File: src/rtl/fp_addsub_seq_pkg.sv
// fp_addsub_seq_pkg
//   Shared definitions for the multi-cycle binary32 add/sub sequencer:
//   field widths, the datapath width used around the shared adder,
//   the default canonical NaN, exception bit positions and the FSM states.
package fp_addsub_seq_pkg;

    localparam int EXP_W = 8;
    localparam int MAN_W = 23;
    localparam int SIG_W = MAN_W + 1;   // significand with hidden bit
    localparam int SUM_W = SIG_W + 1;   // significand sum with carry bit

    localparam logic [EXP_W-1:0] EXP_MAX = '1;
    localparam logic [31:0]      QNAN_DEFAULT = 32'h7FC0_0000;

    // exc = {invalid, overflow, underflow}
    localparam int EXC_INVALID   = 2;
    localparam int EXC_OVERFLOW  = 1;
    localparam int EXC_UNDERFLOW = 0;

    typedef enum logic [2:0] {
        ST_IDLE,
        ST_UNPACK,
        ST_EXPD,
        ST_ALIGN,
        ST_MADD,
        ST_MNEG,
        ST_NORM,
        ST_DONE
    } state_e;

endpackage

File: src/rtl/fp_addsub_seq_adder.sv
// adder_26bit
//   Plain 26-bit ripple/inferred adder shared by the add/sub sequencer.
//   in1, in2 : addends
//   s        : 26-bit sum
//   cout     : carry out of bit 25
module adder_26bit (
    input  logic [25:0] in1,
    input  logic [25:0] in2,
    output logic [25:0] s,
    output logic        cout
);

    assign {cout, s} = {1'b0, in1} + {1'b0, in2};

endmodule

File: src/rtl/fp_addsub_seq.sv
// fp_addsub_seq
//   Multi-cycle IEEE754 binary32 add/subtract. One adder_26bit instance is
//   time-multiplexed for exponent difference, significand add/sub and
//   negation. Denormal inputs are flushed to zero; alignment truncates.
//   clk, rst            : clock, asynchronous active-high reset
//   in_valid/in_ready   : operand handshake (in_ready only when idle)
//   op                  : 0 = a+b, 1 = a-b
//   a, b                : binary32 operands
//   out_valid/out_ready : result handshake
//   result              : binary32 result
//   exc                 : {invalid, overflow, underflow}, valid with out_valid
module fp_addsub_seq
    import fp_addsub_seq_pkg::*;
#(
    parameter logic [31:0] QNAN    = QNAN_DEFAULT,
    parameter int          MAX_LAT = 32
) (
    input  logic        clk,
    input  logic        rst,
    input  logic        in_valid,
    output logic        in_ready,
    input  logic        op,
    input  logic [31:0] a,
    input  logic [31:0] b,
    output logic        out_valid,
    input  logic        out_ready,
    output logic [31:0] result,
    output logic [2:0]  exc
);

    state_e state_q, state_d;

    // Operand registers; sb holds the effective sign of b (op folded in).
    logic             sa_q, sa_d, sb_q, sb_d;
    logic [EXP_W-1:0] ea_q, ea_d, eb_q, eb_d;
    logic [SIG_W-1:0] ma_q, ma_d, mb_q, mb_d;
    logic [EXP_W-1:0] d_q, d_d;
    logic [SUM_W-1:0] sum_q, sum_d;
    logic             sign_q, sign_d;
    logic [31:0]      result_q, result_d;
    logic [2:0]       exc_q, exc_d;
    logic [5:0]       lat_q, lat_d;

    // Shared adder: in1={x,1}, in2={y,cin} yields x+y+cin in s[25:1].
    logic [SUM_W-1:0] add_x, add_y, add_sum;
    logic             add_cin, add_cout;
    logic [25:0]      add_s;

    adder_26bit u_adder (
        .in1  ({add_x, 1'b1}),
        .in2  ({add_y, add_cin}),
        .s    (add_s),
        .cout (add_cout)
    );

    assign add_sum = add_s[25:1];

    logic eff_sub;
    logic a_nan, b_nan, a_inf, b_inf, a_zero, b_zero;

    // Swapping exchanges sign/exponent/significand together, so the xor
    // of the two effective signs is invariant.
    assign eff_sub = sa_q ^ sb_q;

    assign a_nan  = (ea_q == EXP_MAX) && (ma_q[MAN_W-1:0] != '0);
    assign b_nan  = (eb_q == EXP_MAX) && (mb_q[MAN_W-1:0] != '0);
    assign a_inf  = (ea_q == EXP_MAX) && (ma_q[MAN_W-1:0] == '0);
    assign b_inf  = (eb_q == EXP_MAX) && (mb_q[MAN_W-1:0] == '0);
    assign a_zero = (ea_q == '0);
    assign b_zero = (eb_q == '0);

    always_comb begin
        state_d  = state_q;
        sa_d     = sa_q;
        sb_d     = sb_q;
        ea_d     = ea_q;
        eb_d     = eb_q;
        ma_d     = ma_q;
        mb_d     = mb_q;
        d_d      = d_q;
        sum_d    = sum_q;
        sign_d   = sign_q;
        result_d = result_q;
        exc_d    = exc_q;
        lat_d    = lat_q;
        add_x    = '0;
        add_y    = '0;
        add_cin  = 1'b0;

        if ((state_q != ST_IDLE) && (state_q != ST_DONE) && (lat_q != '1)) begin
            lat_d = lat_q + 6'd1;
        end

        unique case (state_q)
            ST_IDLE: begin
                if (in_valid) begin
                    sa_d    = a[31];
                    ea_d    = a[30:23];
                    ma_d    = {1'b1, a[22:0]};
                    sb_d    = b[31] ^ op;
                    eb_d    = b[30:23];
                    mb_d    = {1'b1, b[22:0]};
                    lat_d   = '0;
                    state_d = ST_UNPACK;
                end
            end

            ST_UNPACK: begin
                exc_d   = '0;
                state_d = ST_DONE;
                if (a_nan || b_nan) begin
                    result_d           = QNAN;
                    exc_d[EXC_INVALID] = 1'b1;
                end else if (a_inf && b_inf) begin
                    if (eff_sub) begin
                        result_d           = QNAN;
                        exc_d[EXC_INVALID] = 1'b1;
                    end else begin
                        result_d = {sa_q, EXP_MAX, {MAN_W{1'b0}}};
                    end
                end else if (a_inf) begin
                    result_d = {sa_q, EXP_MAX, {MAN_W{1'b0}}};
                end else if (b_inf) begin
                    result_d = {sb_q, EXP_MAX, {MAN_W{1'b0}}};
                end else if (a_zero && b_zero) begin
                    result_d = {sa_q & sb_q, 31'd0};
                end else if (b_zero) begin
                    result_d = {sa_q, ea_q, ma_q[MAN_W-1:0]};
                end else if (a_zero) begin
                    result_d = {sb_q, eb_q, mb_q[MAN_W-1:0]};
                end else begin
                    state_d = ST_EXPD;
                end
            end

            ST_EXPD: begin
                add_x   = {{(SUM_W-EXP_W){1'b0}}, ea_q};
                add_y   = ~{{(SUM_W-EXP_W){1'b0}}, eb_q};
                add_cin = 1'b1;
                // No carry out means ea < eb: swap and recompute once.
                if (!add_cout) begin
                    sa_d = sb_q;
                    sb_d = sa_q;
                    ea_d = eb_q;
                    eb_d = ea_q;
                    ma_d = mb_q;
                    mb_d = ma_q;
                end else begin
                    d_d     = add_sum[EXP_W-1:0];
                    state_d = ST_ALIGN;
                end
            end

            ST_ALIGN: begin
                mb_d    = (d_q >= 8'd25) ? '0 : (mb_q >> d_q);
                sign_d  = sa_q;
                state_d = ST_MADD;
            end

            ST_MADD: begin
                add_x = {1'b0, ma_q};
                if (eff_sub) begin
                    add_y   = ~{1'b0, mb_q};
                    add_cin = 1'b1;
                end else begin
                    add_y   = {1'b0, mb_q};
                end
                sum_d   = add_sum;
                state_d = (eff_sub && !add_cout) ? ST_MNEG : ST_NORM;
            end

            ST_MNEG: begin
                add_x   = '0;
                add_y   = ~sum_q;
                add_cin = 1'b1;
                sum_d   = add_sum;
                sign_d  = ~sign_q;
                state_d = ST_NORM;
            end

            ST_NORM: begin
                // ea_q doubles as the result exponent counter here.
                if (sum_q == '0) begin
                    result_d = '0;
                    exc_d    = '0;
                    state_d  = ST_DONE;
                end else if (sum_q[SUM_W-1]) begin
                    if (ea_q == (EXP_MAX - 8'd1)) begin
                        result_d            = {sign_q, EXP_MAX, {MAN_W{1'b0}}};
                        exc_d               = '0;
                        exc_d[EXC_OVERFLOW] = 1'b1;
                        state_d             = ST_DONE;
                    end else begin
                        sum_d = sum_q >> 1;
                        ea_d  = ea_q + 8'd1;
                    end
                end else if (!sum_q[SIG_W-1]) begin
                    if (ea_q == 8'd1) begin
                        result_d             = {sign_q, 31'd0};
                        exc_d                = '0;
                        exc_d[EXC_UNDERFLOW] = 1'b1;
                        state_d              = ST_DONE;
                    end else begin
                        sum_d = sum_q << 1;
                        ea_d  = ea_q - 8'd1;
                    end
                end else begin
                    result_d = {sign_q, ea_q, sum_q[MAN_W-1:0]};
                    exc_d    = '0;
                    state_d  = ST_DONE;
                end
            end

            ST_DONE: begin
                if (out_ready) begin
                    state_d = ST_IDLE;
                end
            end

            default: begin
                state_d = ST_IDLE;
            end
        endcase
    end

    always_ff @(posedge clk or posedge rst) begin
        if (rst) begin
            state_q  <= ST_IDLE;
            sa_q     <= 1'b0;
            sb_q     <= 1'b0;
            ea_q     <= '0;
            eb_q     <= '0;
            ma_q     <= '0;
            mb_q     <= '0;
            d_q      <= '0;
            sum_q    <= '0;
            sign_q   <= 1'b0;
            result_q <= '0;
            exc_q    <= '0;
            lat_q    <= '0;
        end else begin
            state_q  <= state_d;
            sa_q     <= sa_d;
            sb_q     <= sb_d;
            ea_q     <= ea_d;
            eb_q     <= eb_d;
            ma_q     <= ma_d;
            mb_q     <= mb_d;
            d_q      <= d_d;
            sum_q    <= sum_d;
            sign_q   <= sign_d;
            result_q <= result_d;
            exc_q    <= exc_d;
            lat_q    <= lat_d;
        end
    end

    // Busy-cycle bound and adder carry-injection sanity.
    always_ff @(posedge clk) begin
        if (!rst) begin
            assert (int'(lat_q) < MAX_LAT);
            assert (add_s[0] == ~add_cin);
        end
    end

    assign in_ready  = (state_q == ST_IDLE);
    assign out_valid = (state_q == ST_DONE);
    assign result    = result_q;
    assign exc       = exc_q;

endmodule

File: config.mk
export PLATFORM = sky130hd
export DESIGN_NAME = fp_addsub_seq
export DESIGN_NICKNAME = d
export VERILOG_FILES = /design/src/rtl/fp_addsub_seq_pkg.sv /design/src/rtl/fp_addsub_seq_adder.sv /design/src/rtl/fp_addsub_seq.sv
export SDC_FILE = /design/constraint.sdc
export NUM_CORES = 1
export LEC_CHECK = 0
export ABC_AREA = 1
export CORE_MARGIN = 2
export CORE_UTILIZATION = 60
export CTS_BUF_LIST = sky130_fd_sc_hd__clkbuf_8
export DETAILED_ROUTE_END_ITERATION = 6
export PLACE_DENSITY = 0.82
export SYNTH_ARGS = -nofsm -noshare
export SYNTH_HDL_FRONTEND = slang
export SYNTH_HIERARCHICAL = 1
export SYNTH_SLANG_ARGS = --single-unit
File: constraint.sdc
create_clock -name clk -period 6.75 [get_ports clk]
set_clock_uncertainty 0.15 [all_clocks]
set_input_delay 0.675 -clock clk [delete_from_list [all_inputs] [get_ports clk]]
set_output_delay 0.675 -clock clk [all_outputs]
set_load 0.01 [all_outputs]
# Word level (Yosys, flattened, before mapping)
# Index checks and enable logic that the tools add are counted.
[word_totals]
mem_count = 0
output_inout_bits = 37
romBits = 0
ramBits = 0
inputBits = 69
ff_bits = 138
latch_bits = 0
[classes]
multipliers = 0
n_reduce_logical = 35
bitwise = 7
n_eq_ne = 22
muxes = 75
shifts = 1
div_mod_pow = 0
addsub = 3
magnitude_cmp = 1
[ops]
columns = ["cell", "count"]
rows = [
  ["$mux W32", 13],
  ["$mux W24", 7],
  ["$mux W25", 4],
  ["$pmux W24 S2", 2],
  ["$pmux W25 S3", 1],
  ["$mux W8", 9],
  ["$pmux W24 S3", 1],
  ["$pmux W32 S2", 1],
  ["$mux W3", 20],
  ["$pmux W25 S2", 1],
  ["$logic_not A23 Y1", 2],
  ["$reduce_bool A23 Y1", 2],
  ["$add A25 B26 Y27", 1],
  ["$logic_not A25 Y1", 1],
  ["$not A24 Y25", 1],
  ["$not A25 Y25", 1],
  ["$not A8 Y25", 1],
  ["$eq A8 B8 Y1 const B", 3],
  ["$pmux W3 S8", 1],
  ["$pmux W8 S3", 1],
  ["$shr A24 B8 Y24", 1],
  ["$logic_not A8 Y1", 2],
  ["$pmux W8 S2", 1],
  ["$eq A3 B3 Y1 const B", 4],
  ["other kinds (31)", 63],
]

# Longest topological paths before layout
[depth]
word_depth = 9
mapped_depth = 28
ltp_nobuf = 24

# Modules after synthesis
# Netlist, hierarchy kept.
[by_module_without_submodules]
columns = ["mod", "cells_each", "area_each_um2", "instances"]
rows = [
  ["fp_addsub_seq", 1576, 10299.9, 1],
  ["adder_26bit", 375, 1855.5, 1],
]

# Worst setup path after synthesis
# OpenSTA, ideal clock, no wires.
[synth_timing]
path_type = "reg2reg"
startpoint = "reg state_q[0]"
endpoint = "reg mb_q[0]"
stages_incl_launch_ff = 28
t_required_ns = 6.534
n_path_buf = 6
arrival_time_ns = 3.520
setup_ns = 0.066
path_slack_ns = 3.014
path_cell_list = "dfrtp_1 buf_4 inv_2 nand2_2 buf_6 nor2_2 buf_2 inv_1 buf_2 buf_2 nand3_1 ha_1 inv_1 fa_1 inv_1 nand3_1 nand3b_1 nand2_1 nand2_1 nand2_1 nand2_1 inv_1 nor2_1 nor3_4 inv_2 clkbuf_1 nand2_1 nand2_1"
[synth_via]
elab_chain_len = 6
word_cells_on_any_way = 15
[synth_lines]
columns = ["element", "line_no", "source"]
rows = [
  ["from (decl)", "fp_addsub_seq.sv:31", "state_e state_q, state_d;"],
  ["from (signal assigned)", "fp_addsub_seq.sv:242", "state_q <= state_d;"],
  ["$eq A3 B2 Y1 or $eq A3 B3 Y1 (tied branches)", "fp_addsub_seq.sv:94", "unique case (state_q)"],
  ["$reduce_or A2 Y1 (no source line)", "--", ""],
  ["$pmux W1 S2 *", "fp_addsub_seq.sv:94", ""],
  ["via add_cin", "fp_addsub_seq.sv:46", "logic add_cin, add_cout;"],
  ["$add A25 B26 Y27 *", "fp_addsub_seq_adder.sv:13", "assign {cout, s} = {1'b0, in1} + {1'b0, in2};"],
  ["via add_cout", "fp_addsub_seq.sv:46", ""],
  ["$ne A2 B2 Y1 (no source line) *", "--", ""],
  ["$reduce_and A3 Y1 (no source line) *", "--", ""],
  ["to (signal assigned)", "fp_addsub_seq.sv:248", "mb_q <= mb_d;"],
  ["to (decl)", "fp_addsub_seq.sv:36", "logic [SIG_W-1:0] ma_q, ma_d, mb_q, mb_d;"],
]
# Mark *: on every way through the listed nets, which the timed path passes. The rest lies on a longest branch.
# A chain may end at the register's enable or synchronous reset.

# Final worst setup path
[layout_timing]
startpoint = "reg state_q[0]"
endpoint = "reg eb_q[2]"
[layout_via]
word_cells_on_any_way = 14
[layout_rtl]
columns = ["element", "line_no", "source"]
rows = [
  ["$eq A3 B3 Y1 or $eq A3 B2 Y1 (tied branches)", "fp_addsub_seq.sv:94", ""],
  ["$pmux W24 S2 *", "fp_addsub_seq.sv:94", ""],
  ["via add_x[7]", "fp_addsub_seq.sv:45", "logic [SUM_W-1:0] add_x, add_y, add_sum;"],
  ["$add A25 B26 Y27 *", "fp_addsub_seq_adder.sv:13", ""],
  ["via add_cout", "fp_addsub_seq.sv:46", ""],
  ["$ne A2 B2 Y1 (no source line) *", "--", ""],
  ["$reduce_and A3 Y1 (no source line) *", "--", ""],
  ["to (signal assigned)", "fp_addsub_seq.sv:232", "eb_q <= '0;"],
  ["to (signal assigned)", "fp_addsub_seq.sv:246", "eb_q <= eb_d;"],
  ["to (decl)", "fp_addsub_seq.sv:35", "logic [EXP_W-1:0] ea_q, ea_d, eb_q, eb_d;"],
]
# Marked as above.

==> results.toml <==
[cts]
cts_inserted_buffers = 17
cts.reportedPaths.clkPinSlew_ns = 0.10
cts_sinks = 138
clkLatencyLatePin_ns = 0.48
clk_path_buf_depth = 2
htreeDepth = 4
cts_hold_buf = 0
cts_setup_buffers = 0
cts_resized = 0
cts_root_buf = "clkbuf_8"
cts_tree = "yes"

[global_routing]
grt_pass1_wl_um = 76400
grt_remaining_overflow = 0
antenna_found_initial = 1
grt_max_degree = 75
first_global_vias = 13200
groute.usage.overall = 0.465

[power]
power_density_mw_per_mm2 = 600
internal_power_mw = 3.29
p_leak_nw = 6.55
pwr-share-clk = 0.083
sequentialPowerShare = 0.247
ir_drop_uv = 310
power.switching_mw = 4.81
power.total_mw = 8.10
pwr-share-comb = 0.670
p_sw_frac = 0.593

[critical_path]
crit_required_ns = 6.98
r2r_cells = 22
r2r_start = "state_q[0]$_DFFE_PP0P_"
path_cells = "inv_2 -> nand2_2 -> nor2_4 -> buf_4 -> nand2_1 -> o21ai_0 -> ha_1 -> nand2_1 -> inv_1 -> nand2_1 -> nand2_1 -> nand3b_1 -> nand2_1 -> nand2_1 -> nand2_1 -> nand2_1 -> inv_1 -> nand2_1 -> a21oi_4 -> buf_12 -> nor2_1 -> a31oi_1"
worst_path_most_repeated_cell = "nand2_1"
crit_path_max_incr_delay_ns = 0.68
path_max_fanout = 65
critPathLaunch = "state_q[0]$_DFFE_PP0P_"
cp-end-kind = "flip-flop"
cp_slowest_cell = "a21oi_4"
r2r_setup_slack_ns = 1.19
crit_type = "flip-flop to flip-flop"
arrival_ns = 5.79
crit_path_start_kind = "flip-flop"

[finish]
stdcell_count = 2258
multi_input_area_mm2 = 0.00741
drive_gt1_frac = 0.0433
nFillCells = 1908
post-route-util = 0.673
seqCellArea_mm2 = 0.00345
syn_to_final_growth_pct = 11.0
final_nets = 2076

[floorplanning]
rows = 52
die_area_mm2 = 0.0214
boundaryPins = 106
initial_core_util = 0.607
fp.dieH_um = 146
coreArea_mm2 = 0.0200
fp.dieW_um = 146

[synthesis]
synth_top_area_frac = 0.284
yosys.area_share.simple = 0.368
synth_compound_area_frac = 0.184
synth-edff-count = 0
syn_nets = 2053
yosys.area_share.xor_xnor = 0.0216
yosysWarnings = 6
ys_ff_latch = 138
synth_cell_types = 49
ys_seq_area_frac = 0.284
synth.most_common_cell = "nand2_1"
synth_top_family_by_area = "simple AND/OR/NAND/NOR gates"
async_flop_share = 1.00
syn-cell-area_mm2 = 0.0122
synth_top_flop_cell = "dfrtp_1"
synth_adder_area_share = 0.0346
muxShareOfSynthArea = 0
synth_top_area_cell = "dfrtp_1"
ys_top_cells_by_area = "dfrtp_1 28%, nand2_1 19%, nand3_1 8.3%, inv_1 5.7%, o21ai_0 5.4%"
synth_common_cells = "604 x nand2_1, 201 x nand3_1, 186 x inv_1, 169 x nor2_1, 138 x dfrtp_1"
syn_avg_cell_area_um2 = 6.23
synthCells = 1951

[place]
dp_hpwl_um = 37200
gp_congestion = 1.10
numPortBuffers = 105
pre_cts_ws_ns = 1.55
dp.cells = 2225

[routing]
route.met3.wl_um = 7620
wirelength_um = 50100
routed_via_density = 6.42
drt-met1-wl_um = 18500
drt_pass1_iterations = 7
ant_nets = 0
dr.max_layer_used = "met5"
drc = 0
wl_per_cell_um = 22.2
wl_met2_um = 20600
via_count = 14500
drt_iter0_drc = 2321

[hold_path]
holdPathStages = 2
hp-start = "result[0]$_DFFE_PP0P_"
holdCritPathClass = "flip-flop to flip-flop"

[timing]
setup_slack_ns = 1.19
rsz0062_at_grt = "false"
max_freq_mhz = 180
hold_viol_final = 0
worstMarginPinSlew_ns = 1.15
post-route-period-util = 0.824
slew_headroom = 0.229
report.final.slew_viol_count = 0
setup_tns_ns = 0
fin_crit_ns = 5.56
setup_viol = 0

[run]
drv_cap = 0

[run_status]
status = "finished, final reports clean"
[registers in the layout (all words and copies together), names as in the netlist]
| name | count |
|---|---|
| sign_q | 1 |
| mb_q | 24 |
| result | 32 |
| sb_q | 1 |
| ma_q | 24 |
| d_q | 8 |
| sa_q | 1 |
| state_q | 3 |
| exc | 3 |
| eb_q | 8 |
| sum_q | 25 |
| ea_q | 8 |
[placed cells by master (no fill, tap or decap), types with 7 or more instances in the layout]
master / n
nand2_2: 11
dfrtp_1: 138
o21ai_0: 131
nand4_1: 41
ha_1: 32
nand3_1: 201
o22ai_1: 27
xnor2_1: 20
inv_2: 8
o211ai_1: 24
a31oi_1: 34
o21ai_1: 22
a22oi_1: 7
clkbuf_8: 18
nor2_1: 169
inv_1: 185
xor2_1: 10
inv_6: 7
a2bb2oi_1: 15
a21oi_1: 76
o221ai_1: 26
nand2_1: 604
buf_4: 12
clkdlybuf4s50_1: 105
[final timing paths]
check	to
worst max-delay path	eb_q[2]$_DFFE_PP0P_
worst min-delay path	result[0]$_DFFE_PP0P_
worst max register to register	eb_q[2]$_DFFE_PP0P_
worst min register to register	result[0]$_DFFE_PP0P_
max in group asynchronous	result[0]$_DFFE_PP0P_
min in group asynchronous	mb_q[21]$_DFFE_PP0P_
[metrics by stage]
step	instance area [µm²]	hold slack, ns
6_report	13500	0.333
5_1_grt	13500	0.360
4_1_cts	13500	0.336
3_5_place_dp	13100	0.315
3_3_place_gp	13100	0.312
2_1_floorplan	12200	0.291
[layer usage]
layer | track usage | vias up
met5 | 0 | -
met1 | 0.621 | 6634
li1 | - | 6511
met2 | 0.667 | 1110
met4 | 0.251 | 2
met3 | 0.158 | 239
[area by class of cell]
cell class                 instances  area share
sequential                       138       0.256
tap                              270      0.0250
clock inverter                    14     0.00927
clock buffer                      18      0.0184
inverter                         199      0.0560
timing repair buffer             118      0.0860
antenna                            1    0.000185
multi-input combinational       1500       0.549
[power by group through the flow]
stage	Combinational, mW	Sequential (mW)	Clock [mW]
3_5_place_dp	5.19	1.93	0
3_3_place_gp	5.10	1.93	0
2_1_floorplan	3.83	1.57	0
4_1_cts	5.21	1.92	0.667
5_1_grt	5.89	1.99	0.705
6_report	5.43	2.00	0.673
[cell families (layout without fill, tap and decap cells)]
family,count (synthesis),in the layout
flip-flops,138,138
buffers and inverters,313,349
AO/OA/AOI/OAI,377,377
adder cells (fa/ha/maj),33,33
XOR/XNOR,30,30
AND/OR/NAND/NOR,1058,1058
other,2,3
[worst max-delay path: cells and delay by family (launching register included)]
family | cells | cell delay [ns]
simple gates | 13 | 1.79
compound gates | 3 | 1.10
flops | 1 | 0.54
buf+inv | 5 | 1.48
fa+ha+maj | 1 | 0.35
No activity file was read; power rests on OpenSTA's default activity.
==> RTL change, RTL diff (same settings) <==
Take the reset off `sum_q` and load it in a clocked block of its own.
--- a/src/rtl/fp_addsub_seq.sv
+++ b/src/rtl/fp_addsub_seq.sv
@@ -233,7 +233,6 @@
             ma_q     <= '0;
             mb_q     <= '0;
             d_q      <= '0;
-            sum_q    <= '0;
             sign_q   <= 1'b0;
             result_q <= '0;
             exc_q    <= '0;
@@ -247,12 +246,15 @@
             ma_q     <= ma_d;
             mb_q     <= mb_d;
             d_q      <= d_d;
-            sum_q    <= sum_d;
             sign_q   <= sign_d;
             result_q <= result_d;
             exc_q    <= exc_d;
             lat_q    <= lat_d;
         end
+    end
+
+    always_ff @(posedge clk) begin
+        sum_q <= sum_d;
     end
 
     // Busy-cycle bound and adder carry-injection sanity.
Check against the original RTL: no difference found for any inputs over 4 cycles, from zero or initial values and one cycle with rst high; that may be too few to reach the edited logic, so the function may still have changed.
==> RTL change against the original RTL <==
  * The run now ends with design-rule violations left
  * Area after synthesis shrank 2.0%
  * Cell area shrank 0.97%
  * Core utilization grew 1.3 points
  * Sequential cell count is the same
  * Routed wire length shrank 2.6%
  * Worst setup slack lost 0.21 ns
  * Power shrank 2.1%
  * Final cell count shrank 2.3%
==> RTL change: results (changes against the original RTL) <==
Status
  – Outcome: finished with violations
  – Failing checks: design-rule violations

Yosys
  – Synth async-reset ratio: 0.819 (-0.181)
  – Post-synthesis cell type count: 51 (+4.1%)
  – Seq/Total Area, Yosys: 0.300 (+0.0164)
  – Post-Syn Nets: 1993 (-2.9%)
  – Main area contributors after synthesis: dfrtp_1 (24%), nand2_1 (19%), nand3_1 (7.1%)
  – Syn. warnings: 6 (unchanged)
  – Avg Inst Size Synth: 6.30 sq um (+1.1%)
  – Most instantiated cells after synthesis: nand2_1 (593), inv_1 (181), nand3_1 (170)
  – Post-synth EDFFs: 25 (+25)

Timing
  – Worst rel slew slack: 0.225 (-0.00398)
  – Final setup fails: 0 (unchanged)

Pwr
  – Leakage: 6.35 nW (-3.1%)
  – Seq power: 0.00203 W
  – Int Pwr: 0.00331 W (+0.58%)
  – Combinational share of power: 0.654 (-0.016)
  – VDD IR max: 0.000289 V (-6.8%)

Critical path
  – CP max FO: 32 (-51%)
  – Setup slack, reg-to-reg: 0.97 ns (-0.21 ns)
  – Cells on worst reg2reg path: 24 (+9.1%)
  – Slowest CP cell: inv_1
  – Crit path to: mb_q[15]
  – Worst Setup SP: state_q[2]
  – Slowest cell delay on critical path: 0.66 ns (-0.02 ns)

Placed design
  – Post-placement cell count: 2174 (-2.3%)
  – DP Wirelength: 35.8 mm (-3.7%)
  – Port Buffers: 105 (unchanged)
  – Placer Congestion: 1.06 (-4.0%)

Final layout
  – Largest register FFs: 32 (unchanged)
  – Number of inserted diodes: 0 (-1)
  – Layout cells sized above 1: 0.0459 (+0.00257)

Global route
  – GRT Overall Usage: 0.471 (+0.00581)
  – Initial antenna violation count: 1 (unchanged)
  – First-pass GRT wire length: 73.6 mm (-3.6%)
  – Largest net degree at the start of global routing: 59 (-21%)
  – Vias in the first global route: 12956 (-2.1%)

Routing
  – Drt drc: 8 (+8)
  – TritonRoute pass-1 iters: 7 (unchanged)
  – Vias: 14153 (-2.4%)
  – Via-per-instance ratio: 6.42 (about the same)
  – Iter 0 DRT Violations: 2628 (+13%)
  – DR WL/cell: 22.1 microns (-0.34%)

Clock tree
  – Skew-Pair Late Insertion Delay: 0.48 ns (about the same)
  – Max Buffers Root-to-Sink: 2 (unchanged)
  – CTS root buffer: clkbuf_8
  – Setup bufs post-CTS: 0 (unchanged)
  – CTS resizes: 0 (unchanged)
  – Clk slew on worst S/H paths: around 0.090 ns
  – # H-tree levels: 4 (unchanged)
  – Num CTS Buffers: 17 (unchanged)

Min path
  – Hold Path Class: reg2reg
  – Hold Path End: sign_q
  – Hold path startpoint: sign_q
  – Hold Path Depth: 1 (-1)
[RTL change: changes by cell type in the layout (fill, tap and decap cells not counted), moves of 4 or more]
cell / before / now
nand3_1: 201 / 170
a31oi_1: 34 / 7
a21oi_1: 76 / 102
dfrtp_1: 138 / 113
edfxtp_1: 0 / 25
o22ai_1: 27 / 13
nand2_1: 604 / 593
o21ai_0: 131 / 141
clkinv_4: 4 / 0
inv_1: 185 / 181
nor2_1: 169 / 165
nor2_2: 6 / 10
o21ai_1: 22 / 26
[RTL change: cells by family after synthesis]
family	count (synthesis)	synth area share
and+or+nand+nor	1014	0.359
buffers and inverters	296	0.0982
adders and majority gates	33	0.0353
DFF	138	0.300
AOI/OAI and AO/OA	378	0.184
other	2	0.000631
xor gates and xnor gates	30	0.0221
[RTL change: cell type report]
class / instances / area (sq um)
fill: 1783 / 6100
sequential: 138 / 3580
clock buffer: 17 / 234
tap: 265 / 332
timing repair buffer: 118 / 1150
inverter: 196 / 738
multi-input combinational: 1457 / 7180
clock inverter: 15 / 151
[RTL change: metal layers]
metal,part of all wire,track usage,vias up
met5,0.00027,0,-
met4,0.073,0.277,2
met3,0.15,0.140,275
met2,0.41,0.691,1185
met1,0.37,0.614,6373
li1,-,-,6318
[RTL change: metrics by stage]
step	worst slack [ns]	cell area, sq um	power [W]	hold slack [ns]
final	0.974	13400	0.00793	0.335
after global routing	0.690	13400	0.00839	0.356
after CTS	1.24	13400	0.00761	0.330
after detailed placement	1.29	13000	0.00690	0.315
after global placement	1.51	13000	0.00679	0.306
after floorplan	2.79	11900	0.00523	0.290
[RTL change: worst max-delay path, delay by kind of cell, from the launching register on]
kind	cells	cell delay (ns)
compound gates	2	0.25
fa+ha+maj	1	0.47
buf+inv	9	2.43
flops	1	0.54
simple gates	12	1.78
